$ cat src/rtl/tag_arbiter_rrip_pkg.sv
// Shared types and helpers for the I/D cache tag arbiters.
// Holds the sync walk state encoding and the one-hot and priority-encode helpers.
package tag_arbiter_rrip_pkg;

  localparam int RRPV_WID_D = 2;
  localparam int RRPV_MAX   = (1 << RRPV_WID_D) - 1;

  typedef enum logic [1:0] {
    ST_IDLE    = 2'd0,
    ST_SCAN    = 2'd1,
    ST_WAIT_WB = 2'd2,
    ST_DONE    = 2'd3
  } sync_state_t;

  function automatic logic [31:0] onehot_dec(input logic [4:0] idx);
    onehot_dec = 32'd1 << idx;
  endfunction

  // index of the highest set bit, 0 when the vector is empty
  function automatic logic [4:0] prio_enc_hi(input logic [31:0] vec);
    prio_enc_hi = 5'd0;
    for (int i = 0; i < 32; i++) begin
      prio_enc_hi = vec[i] ? 5'(i) : prio_enc_hi;
    end
  endfunction

endpackage

$ cat src/rtl/tag_arbiter_rrip_victim_sel.sv
// RRIP victim choice for one set: lowest invalid way, else the largest RRPV (ties to the
// highest index), plus the aging delta RRPV_MAX - victim RRPV applied to the other ways on refill.
module tag_arbiter_rrip_victim_sel #(
  parameter int WAY_NUM    = 4,
  parameter int RRPV_WID   = 2,
  localparam int WAYSEL_WID = $clog2(WAY_NUM)
) (
  input  logic [WAY_NUM-1:0][RRPV_WID-1:0] rrpv,
  input  logic [WAY_NUM-1:0]               valid,
  output logic [WAYSEL_WID-1:0]            victim,
  output logic [RRPV_WID-1:0]              age_delta
);

  logic                  have_inv_s;
  logic [WAYSEL_WID-1:0] inv_way_s;
  logic [WAYSEL_WID-1:0] max_way_s;
  logic [RRPV_WID-1:0]   best_s;

  always_comb begin
    inv_way_s  = '0;
    max_way_s  = '0;
    best_s     = '0;
    have_inv_s = ~&valid;
    for (int w = WAY_NUM - 1; w >= 0; w--) begin
      inv_way_s = !valid[w] ? WAYSEL_WID'(w) : inv_way_s;
    end
    for (int w = 0; w < WAY_NUM; w++) begin
      max_way_s = (rrpv[w] >= best_s) ? WAYSEL_WID'(w) : max_way_s;
      best_s    = (rrpv[w] >= best_s) ? rrpv[w] : best_s;
    end
    victim    = have_inv_s ? inv_way_s : max_way_s;
    age_delta = {RRPV_WID{1'b1}} - rrpv[victim];
  end

endmodule

$ cat src/rtl/tag_arbiter_rrip.sv
// Set-associative tag store with RRIP replacement, dirty tracking and a dirty-line sync walk.
// Optional TAG_ARB_PERF_CNT_EN adds hit_cnt/miss_cnt access counters.
module tag_arbiter_rrip
  import tag_arbiter_rrip_pkg::*;
#(
  parameter int WAY_DEPTH    = 32,
  parameter int WAY_NUM      = 4,
  parameter int TAG_WID      = 14,
  parameter int RRPV_WID     = RRPV_WID_D,
  parameter int WBACK_ENABLE = 1,
  localparam int ENT_WID     = $clog2(WAY_DEPTH),
  localparam int WAYSEL_WID  = $clog2(WAY_NUM)
) (
`ifdef TAG_ARB_PERF_CNT_EN
  output logic [31:0]           hit_cnt,
  output logic [31:0]           miss_cnt,
`endif
  input  logic                  clk,
  input  logic                  rst,
  input  logic                  entry_read,
  input  logic                  entry_write,
  input  logic [TAG_WID-1:0]    address_tag,
  input  logic [ENT_WID-1:0]    address_ent,
  input  logic                  valid_clear,
  input  logic [TAG_WID-1:0]    refill_tag,
  input  logic                  line_refill,
  input  logic                  force_sync,
  input  logic                  writeback_ok,
  output logic                  line_miss,
  output logic                  replace_dirty,
  output logic [WAYSEL_WID-1:0] way_replace_sel,
  output logic [WAYSEL_WID-1:0] way_access_addr,
  output logic                  sync_busy,
  output logic                  sync_req,
  output logic [ENT_WID-1:0]    sync_ent,
  output logic                  sync_done
);

  localparam int                  RRPV_CEIL = (1 << RRPV_WID) - 1;
  localparam logic [RRPV_WID-1:0] RRPV_TOP  = RRPV_WID'(RRPV_CEIL);
  localparam logic [RRPV_WID-1:0] RRPV_INS  = RRPV_WID'(RRPV_CEIL - 1);

  logic [TAG_WID-1:0]               tag_r   [WAY_DEPTH][WAY_NUM];
  logic [WAY_NUM-1:0]               valid_r [WAY_DEPTH];
  logic [WAY_NUM-1:0]               dirty_r [WAY_DEPTH];
  logic [WAY_NUM-1:0][RRPV_WID-1:0] rrpv_r  [WAY_DEPTH];

  sync_state_t           state_r;
  logic [ENT_WID-1:0]    sync_ent_r, next_ent_s;
  logic [WAYSEL_WID-1:0] sync_way_r, next_way_s;
  logic                  sync_req_r, sync_done_r, sync_busy_r;
  logic                  sync_last_s, sync_line_dirty_s, victim_dirty_s;

  logic [WAY_NUM-1:0]               hit_s, sel_mask_s;
  logic [WAYSEL_WID-1:0]            hit_way_s, victim_s;
  logic [RRPV_WID-1:0]              age_delta_s;
  logic [WAY_NUM-1:0][RRPV_WID-1:0] aged_s;
  logic [RRPV_WID:0]                sum_s;
  logic                             access_s, any_hit_s, refill_en_s, hit_upd_s;

  tag_arbiter_rrip_victim_sel #(
    .WAY_NUM  (WAY_NUM),
    .RRPV_WID (RRPV_WID)
  ) u_victim_sel (
    .rrpv      (rrpv_r[address_ent]),
    .valid     (valid_r[address_ent]),
    .victim    (victim_s),
    .age_delta (age_delta_s)
  );

  always_comb begin
    hit_s = '0;
    for (int w = 0; w < WAY_NUM; w++) begin
      hit_s[w] = valid_r[address_ent][w] && (tag_r[address_ent][w] == address_tag);
    end
    hit_way_s   = WAYSEL_WID'(prio_enc_hi(32'(hit_s)));
    sel_mask_s  = WAY_NUM'(onehot_dec(5'(victim_s)));
    access_s    = entry_read | entry_write;
    any_hit_s   = |hit_s;
    refill_en_s = line_refill & ~valid_clear & ~writeback_ok & ~sync_busy_r;
    hit_upd_s   = access_s & any_hit_s & ~sync_busy_r & ~valid_clear & ~writeback_ok & ~line_refill;
    aged_s      = '0;
    sum_s       = '0;
    for (int w = 0; w < WAY_NUM; w++) begin
      sum_s     = {1'b0, rrpv_r[address_ent][w]} + {1'b0, age_delta_s};
      aged_s[w] = (sum_s > (RRPV_WID + 1)'(RRPV_CEIL)) ? RRPV_TOP : sum_s[RRPV_WID-1:0];
    end
    sync_last_s = (sync_ent_r == ENT_WID'(WAY_DEPTH - 1)) && (sync_way_r == WAYSEL_WID'(WAY_NUM - 1));
    next_way_s  = (sync_way_r == WAYSEL_WID'(WAY_NUM - 1)) ? '0 : sync_way_r + WAYSEL_WID'(1);
    next_ent_s  = (sync_way_r == WAYSEL_WID'(WAY_NUM - 1)) ? sync_ent_r + ENT_WID'(1) : sync_ent_r;
    sync_line_dirty_s = valid_r[sync_ent_r][sync_way_r] & dirty_r[sync_ent_r][sync_way_r];
    victim_dirty_s    = valid_r[address_ent][victim_s] & dirty_r[address_ent][victim_s];
    // the core is held off while the walk owns the victim/writeback path
    line_miss       = access_s & ~any_hit_s & ~sync_busy_r;
    way_access_addr = hit_way_s;
    way_replace_sel = sync_busy_r ? sync_way_r : victim_s;
    replace_dirty   = (WBACK_ENABLE != 0) ? (sync_busy_r ? sync_line_dirty_s : victim_dirty_s) : 1'b0;
    sync_busy       = sync_busy_r;
    sync_req        = sync_req_r;
    sync_ent        = sync_ent_r;
    sync_done       = sync_done_r;
  end

  always_ff @(posedge clk or posedge rst) begin
    if (rst) begin
      state_r     <= ST_IDLE;
      sync_ent_r  <= '0;
      sync_way_r  <= '0;
      sync_req_r  <= 1'b0;
      sync_done_r <= 1'b0;
      sync_busy_r <= 1'b0;
    end else if (valid_clear) begin
      state_r     <= ST_IDLE;
      sync_req_r  <= 1'b0;
      sync_done_r <= 1'b0;
      sync_busy_r <= 1'b0;
    end else begin
      sync_done_r <= 1'b0;
      case (state_r)
        ST_IDLE: begin
          if (force_sync) begin
            sync_ent_r  <= '0;
            sync_way_r  <= '0;
            sync_busy_r <= 1'b1;
            if (WBACK_ENABLE != 0) begin
              state_r <= ST_SCAN;
            end else begin
              state_r     <= ST_DONE;
              sync_done_r <= 1'b1;
            end
          end
        end
        ST_SCAN: begin
          if (sync_line_dirty_s) begin
            sync_req_r <= 1'b1;
            state_r    <= ST_WAIT_WB;
          end else if (sync_last_s) begin
            state_r     <= ST_DONE;
            sync_done_r <= 1'b1;
          end else begin
            sync_ent_r <= next_ent_s;
            sync_way_r <= next_way_s;
          end
        end
        ST_WAIT_WB: begin
          if (writeback_ok) begin
            sync_req_r <= 1'b0;
            if (sync_last_s) begin
              state_r     <= ST_DONE;
              sync_done_r <= 1'b1;
            end else begin
              sync_ent_r <= next_ent_s;
              sync_way_r <= next_way_s;
              state_r    <= ST_SCAN;
            end
          end
        end
        ST_DONE: begin
          state_r     <= ST_IDLE;
          sync_busy_r <= 1'b0;
        end
        default: begin
          state_r     <= ST_IDLE;
          sync_req_r  <= 1'b0;
          sync_busy_r <= 1'b0;
        end
      endcase
    end
  end

  always_ff @(posedge clk or posedge rst) begin
    if (rst) begin
      for (int s = 0; s < WAY_DEPTH; s++) begin
        valid_r[s] <= '0;
        dirty_r[s] <= '0;
        rrpv_r[s]  <= {WAY_NUM{RRPV_TOP}};
      end
    end else if (valid_clear) begin
      for (int s = 0; s < WAY_DEPTH; s++) begin
        valid_r[s] <= '0;
        dirty_r[s] <= '0;
      end
    end else if (writeback_ok) begin
      if (state_r == ST_WAIT_WB) begin
        dirty_r[sync_ent_r][sync_way_r] <= 1'b0;
      end else if (!sync_busy_r) begin
        dirty_r[address_ent][victim_s] <= 1'b0;
      end
    end else if (refill_en_s) begin
      for (int w = 0; w < WAY_NUM; w++) begin
        if (sel_mask_s[w]) begin
          valid_r[address_ent][w] <= 1'b1;
          dirty_r[address_ent][w] <= 1'b0;
          rrpv_r[address_ent][w]  <= RRPV_INS;
        end else begin
          rrpv_r[address_ent][w] <= aged_s[w];
        end
      end
    end else if (hit_upd_s) begin
      rrpv_r[address_ent][hit_way_s] <= '0;
      if (entry_write && (WBACK_ENABLE != 0)) begin
        dirty_r[address_ent][hit_way_s] <= 1'b1;
      end
    end
  end

  // tag RAM carries no reset; a line is only trusted once its valid bit is set
  always_ff @(posedge clk) begin
    if (refill_en_s) begin
      tag_r[address_ent][victim_s] <= refill_tag;
    end
  end

`ifdef TAG_ARB_PERF_CNT_EN
  always_ff @(posedge clk or posedge rst) begin
    if (rst) begin
      hit_cnt  <= 32'd0;
      miss_cnt <= 32'd0;
    end else begin
      if (access_s && any_hit_s && !sync_busy_r) begin
        hit_cnt <= hit_cnt + 32'd1;
      end
      if (line_miss) begin
        miss_cnt <= miss_cnt + 32'd1;
      end
    end
  end
`endif

endmodule

$ cat config.mk
export PLATFORM = sky130hd
export DESIGN_NAME = tag_arbiter_rrip
export DESIGN_NICKNAME = d
export VERILOG_FILES = /design/src/rtl/tag_arbiter_rrip_pkg.sv /design/src/rtl/tag_arbiter_rrip_victim_sel.sv /design/src/rtl/tag_arbiter_rrip.sv
export SDC_FILE = /design/constraint.sdc
export NUM_CORES = 2
export LEC_CHECK = 0
export BUFFER_PORTS_ARGS = -buffer_cell sky130_fd_sc_hd__buf_2
export CAP_MARGIN = 20
export CELL_PAD_IN_SITES_DETAIL_PLACEMENT = 1
export CELL_PAD_IN_SITES_GLOBAL_PLACEMENT = 2
export CORE_MARGIN = 4
export CORE_UTILIZATION = 48
export CTS_CLUSTER_SIZE = 28
export DETAILED_ROUTE_END_ITERATION = 7
export PLACE_DENSITY_LB_ADDON = 0.05
export SLEW_MARGIN = 25
export SYNTH_ARGS = -nofsm -noshare
export SYNTH_HDL_FRONTEND = slang
export SYNTH_SLANG_ARGS = --single-unit
$ cat constraint.sdc
create_clock -name clk -period 33 [get_ports clk]
set_clock_uncertainty 0.15 [all_clocks]
set_input_delay 0 -clock clk [delete_from_list [all_inputs] [get_ports clk]]
set_output_delay 0 -clock clk [all_outputs]
set_load 0.02 [all_outputs]
==> run_results.csv <==
group,metric,value,unit
grt,grt_pass1_vias,66800,
floorplan,row_count,166,
cells_and_area,layout-drive-gt1-share,18.6,%
place,gp_congestion,0.927,
logic_synthesis,ys_ff_latch,2316,
pwr,p_sw,1.60,mW
place,port_buffers,54,
detailed_routing,firstDrtPassIters,6,
logic_synthesis,yosysTopAreaCell,"edfxtp_1",
critical_path,arrival,10.44,ns
pwr,power,6.53,mW
floorplan,dieArea,215000,um^2
critical_path,cp-startpoint,"address_ent[1]",
detailed_routing,drcViolationCount,0,
grt,grt_usage,35.4,%
critical_path,setup.worst_path.class,"in2reg",
floorplan,io_pins,55,
critical_path,rr_endpoint,"rrpv_r[227]",
pwr,leakage,39.7,nW
timing,setup_tns,0,ns
cells_and_area,nets,6885,
cells_and_area,utilization,54.3,%
job,maxCapViolCount,0,
timing,hold_viol,0,
grt,grt_max_degree,139,
timing,slew_headroom,24.2,%
timing,holdWs,0.0292,ns
grt,grt_overflow_total,0,
floorplan,initial_core_util,48.5,%
floorplan,die_x,464,um
timing,final-max-slew-violation-count,0,
place,placed_cell_area,103000,um^2
cells_and_area,syn2layout_area_growth,12.0,%
place,place_hpwl,237000,um
pwr,p_per_area,58.5,nW/um^2
logic_synthesis,synthCells,6757,
timing,rsz0062_at_grt,"false",
logic_synthesis,synth_top_area_share,54.0,%
clock_network,clockBufferDepth,3,
detailed_routing,via_per_inst,6.84,
logic_synthesis,synth_nets,6828,
critical_path,crit_slowest_cell,"buf_4",
critical_path,cp-end-kind,"flop",
cells_and_area,finalNonFillerCells,9719,
grt,antenna_found_initial,9,
grt,grt_pass1_wl,538000,um
detailed_routing,detail-route-antenna-nets,0,
critical_path,crit_top_cell,"ha_1",
pwr,seqPwrFrac,49.8,%
critical_path,crit_fanout,85,
place,pre_cts_slack,22.94,ns
logic_synthesis,ys.flop_type,"edfxtp_1",
pwr,p_int,4.93,mW
timing,layout_worst_path_cycle_share,29.8,%
floorplan,core_area,206000,um^2
critical_path,rr_worst_depth,27,
critical_path,critical_path.max_stage_delay,0.84,ns
detailed_routing,avgRoutedWirePerCell,39.7,um
logic_synthesis,syn_area,99700,um^2
critical_path,worstPathRequired,33.61,ns
clock_network,root_buffer,"clkbuf_16",
clock_network,clkSlewWorstSetupHoldPaths,0.06,ns
critical_path,rrSetupSlack,24.62,ns
min_path,hp-class,"in2async",
clock_network,insertion_delay,0.89,ns
logic_synthesis,synth_cell_types,86,
critical_path,crit_end,"rrpv_r[227]",
clock_network,cts_max_level,4,
logic_synthesis,syn_area_per_cell,14.7,um^2
timing,fmax,0.102,GHz
clock_network,clock_sinks,2316,
clock_network,cts_buffers,234,
place,dp_cells,9232,
status,status,"finished clean",
timing,tightest_slew,1.13,ns
timing,setup_viol,0,
clock_network,cts_tree,"built",
cells_and_area,fin_area,112000,um^2
detailed_routing,finalWirelength,385000,um
pwr,clockPowerShare,41.8,%
critical_path,cp-start-kind,"input pin",
logic_synthesis,yosys_warnings,0,
detailed_routing,via_count,66500,
timing,layout_setup_ws,23.18,ns
logic_synthesis,ys_async_sr_fraction,22.6,%
pwr,p_sw_share,24.5,%
pwr,ir_drop,0.0551,mV
critical_path,r2r_start,"rrpv_r[64]",
logic_synthesis,synth_edf_count,1792,
logic_synthesis,synthTopCellsByArea,"edfxtp_1, mux2i_1, dfstp_2",
logic_synthesis,seq_area_frac_synth,67.5,%
floorplan,die_y,464,um
pwr,combPwrFrac,8.4,%
detailed_routing,drtIter0Drc,8290,
timing,min_period,9.82,ns
==> critical path, delay by kind of cell <==
family,cells,cell delay [ns]
and+or+nand+nor,9,2.10
AOI/OAI and AO/OA,10,2.95
muxes,3,1.23
adders and majority gates,5,1.52
buffers and inverters,4,2.56
==> placed cells by master, fill, tap and decap left out, drive strengths merged, types with 41 or more instances in the layout <==
cell type	instances
dfstp	256
o221ai	43
nor4	131
xor2	42
mux4	169
inv	41
dfrtp	268
buf	314
nand2	230
clkbuf	286
a21oi	88
edfxtp	1792
nor3	79
a221oi	84
o22ai	514
nor2	578
a22oi	115
o21ai	365
mux2i	946
clkinv	108
==> power by group through the flow <==
stage / Clock, mW / Sequential [mW] / Combinational (mW)
after detailed placement: 0 / 3.31 / 0.535
after global routing: 2.89 / 3.26 / 0.576
after global placement: 0 / 3.31 / 0.526
after CTS: 2.76 / 3.25 / 0.542
final: 2.73 / 3.25 / 0.547
after floorplan: 0 / 3.29 / 0.333
==> sequential cells by signal, indices dropped and copies added, names as in the netlist <==
register and flops:
sync_req 1, sync_done 1, valid_r 128, sync_busy 1, rrpv_r 256, tag_r 1792, sync_way_r 2, dirty_r 128
sync_ent 5, state_r 2
==> worst min path at each step <==
stage,start,end,slack (ns),cells after the start
floorplan,refill_tag[0],tag_r[0][0],-0.05,0
finish,rst,rrpv_r[4],0.03,3
detailed placement,force_sync,sync_busy,0.14,3
global route,refill_tag[2],tag_r[26][16],0.05,2
CTS,writeback_ok,sync_req,0.003,5
global placement,force_sync,sync_busy,0.14,3
==> routing by layer <==
| metal | wire [um] | part of all wire (%) | GRT usage [%] | vias to the layer above |
|---|---|---|---|---|
| met5 | 0 | 0 | 0 | - |
| met4 | 21600 | 5.6 | 16.7 | 0 |
| met3 | 30300 | 7.9 | 5.47 | 822 |
| met2 | 178000 | 46 | 55.1 | 3449 |
| met1 | 156000 | 40 | 49.1 | 35500 |
| li1 | - | - | - | 26700 |
==> timing repair <==
action | CTS | global route
endpoints found under the hold margin | 1259 | 0
gates resized for setup | 0 | 0
setup buffers | 0 | 0
hold buffers | 34 | 0
==> cell usage after synthesis, types with 10 or more instances <==
master     instances
clkbuf_1         293
o21ai_0          342
a2bb2oi_1         24
or4_1             18
o21ai_2           10
inv_1             33
nand2b_1          11
o211ai_1          32
mux4_2           169
dfstp_2          256
o32a_1            11
buf_6             71
o22ai_1          514
o221ai_1          43
edfxtp_1        1792
buf_4             48
o2bb2ai_1         27
xor2_1            42
o22a_1            32
a221oi_1          84
nand3_1           37
a22o_1            28
buf_2             76
nor2_1           576
xnor2_1           14
nor4_1           126
dfrtp_1          268
a31oi_1           17
and3_1            18
a22oi_1          115
nand4_1           21
nor3_1            79
o31ai_1           15
buf_1             37
ha_1              30
or3_1             16
mux2i_1          946
a21oi_1           87
o21ai_1           13
o21a_1            13
nand2_1          230
==> cells by family after synthesis <==
logic type	after synthesis	share of synthesized area [%]
DFF	2316	67.5
AOI/OAI and AO/OA	1467	9.71
and+or+nand+nor	1212	5.68
muxes	1116	13.3
buffers and inverters	560	2.92
xor gates and xnor gates	56	0.492
adders and majority gates	30	0.377
==> area by class of cell <==
cell class              count  area [um^2]
diodes                     11         27.5
clock buffers             285         6170
clock inverters           157         1600
fillers                 19300        94000
inverters                  33          131
multi-input cells        3881        30400
flip-flops and latches   2316        67300
well taps                2688         3360
repair buffers            348         2700
(Power assumes the default switching activity.)
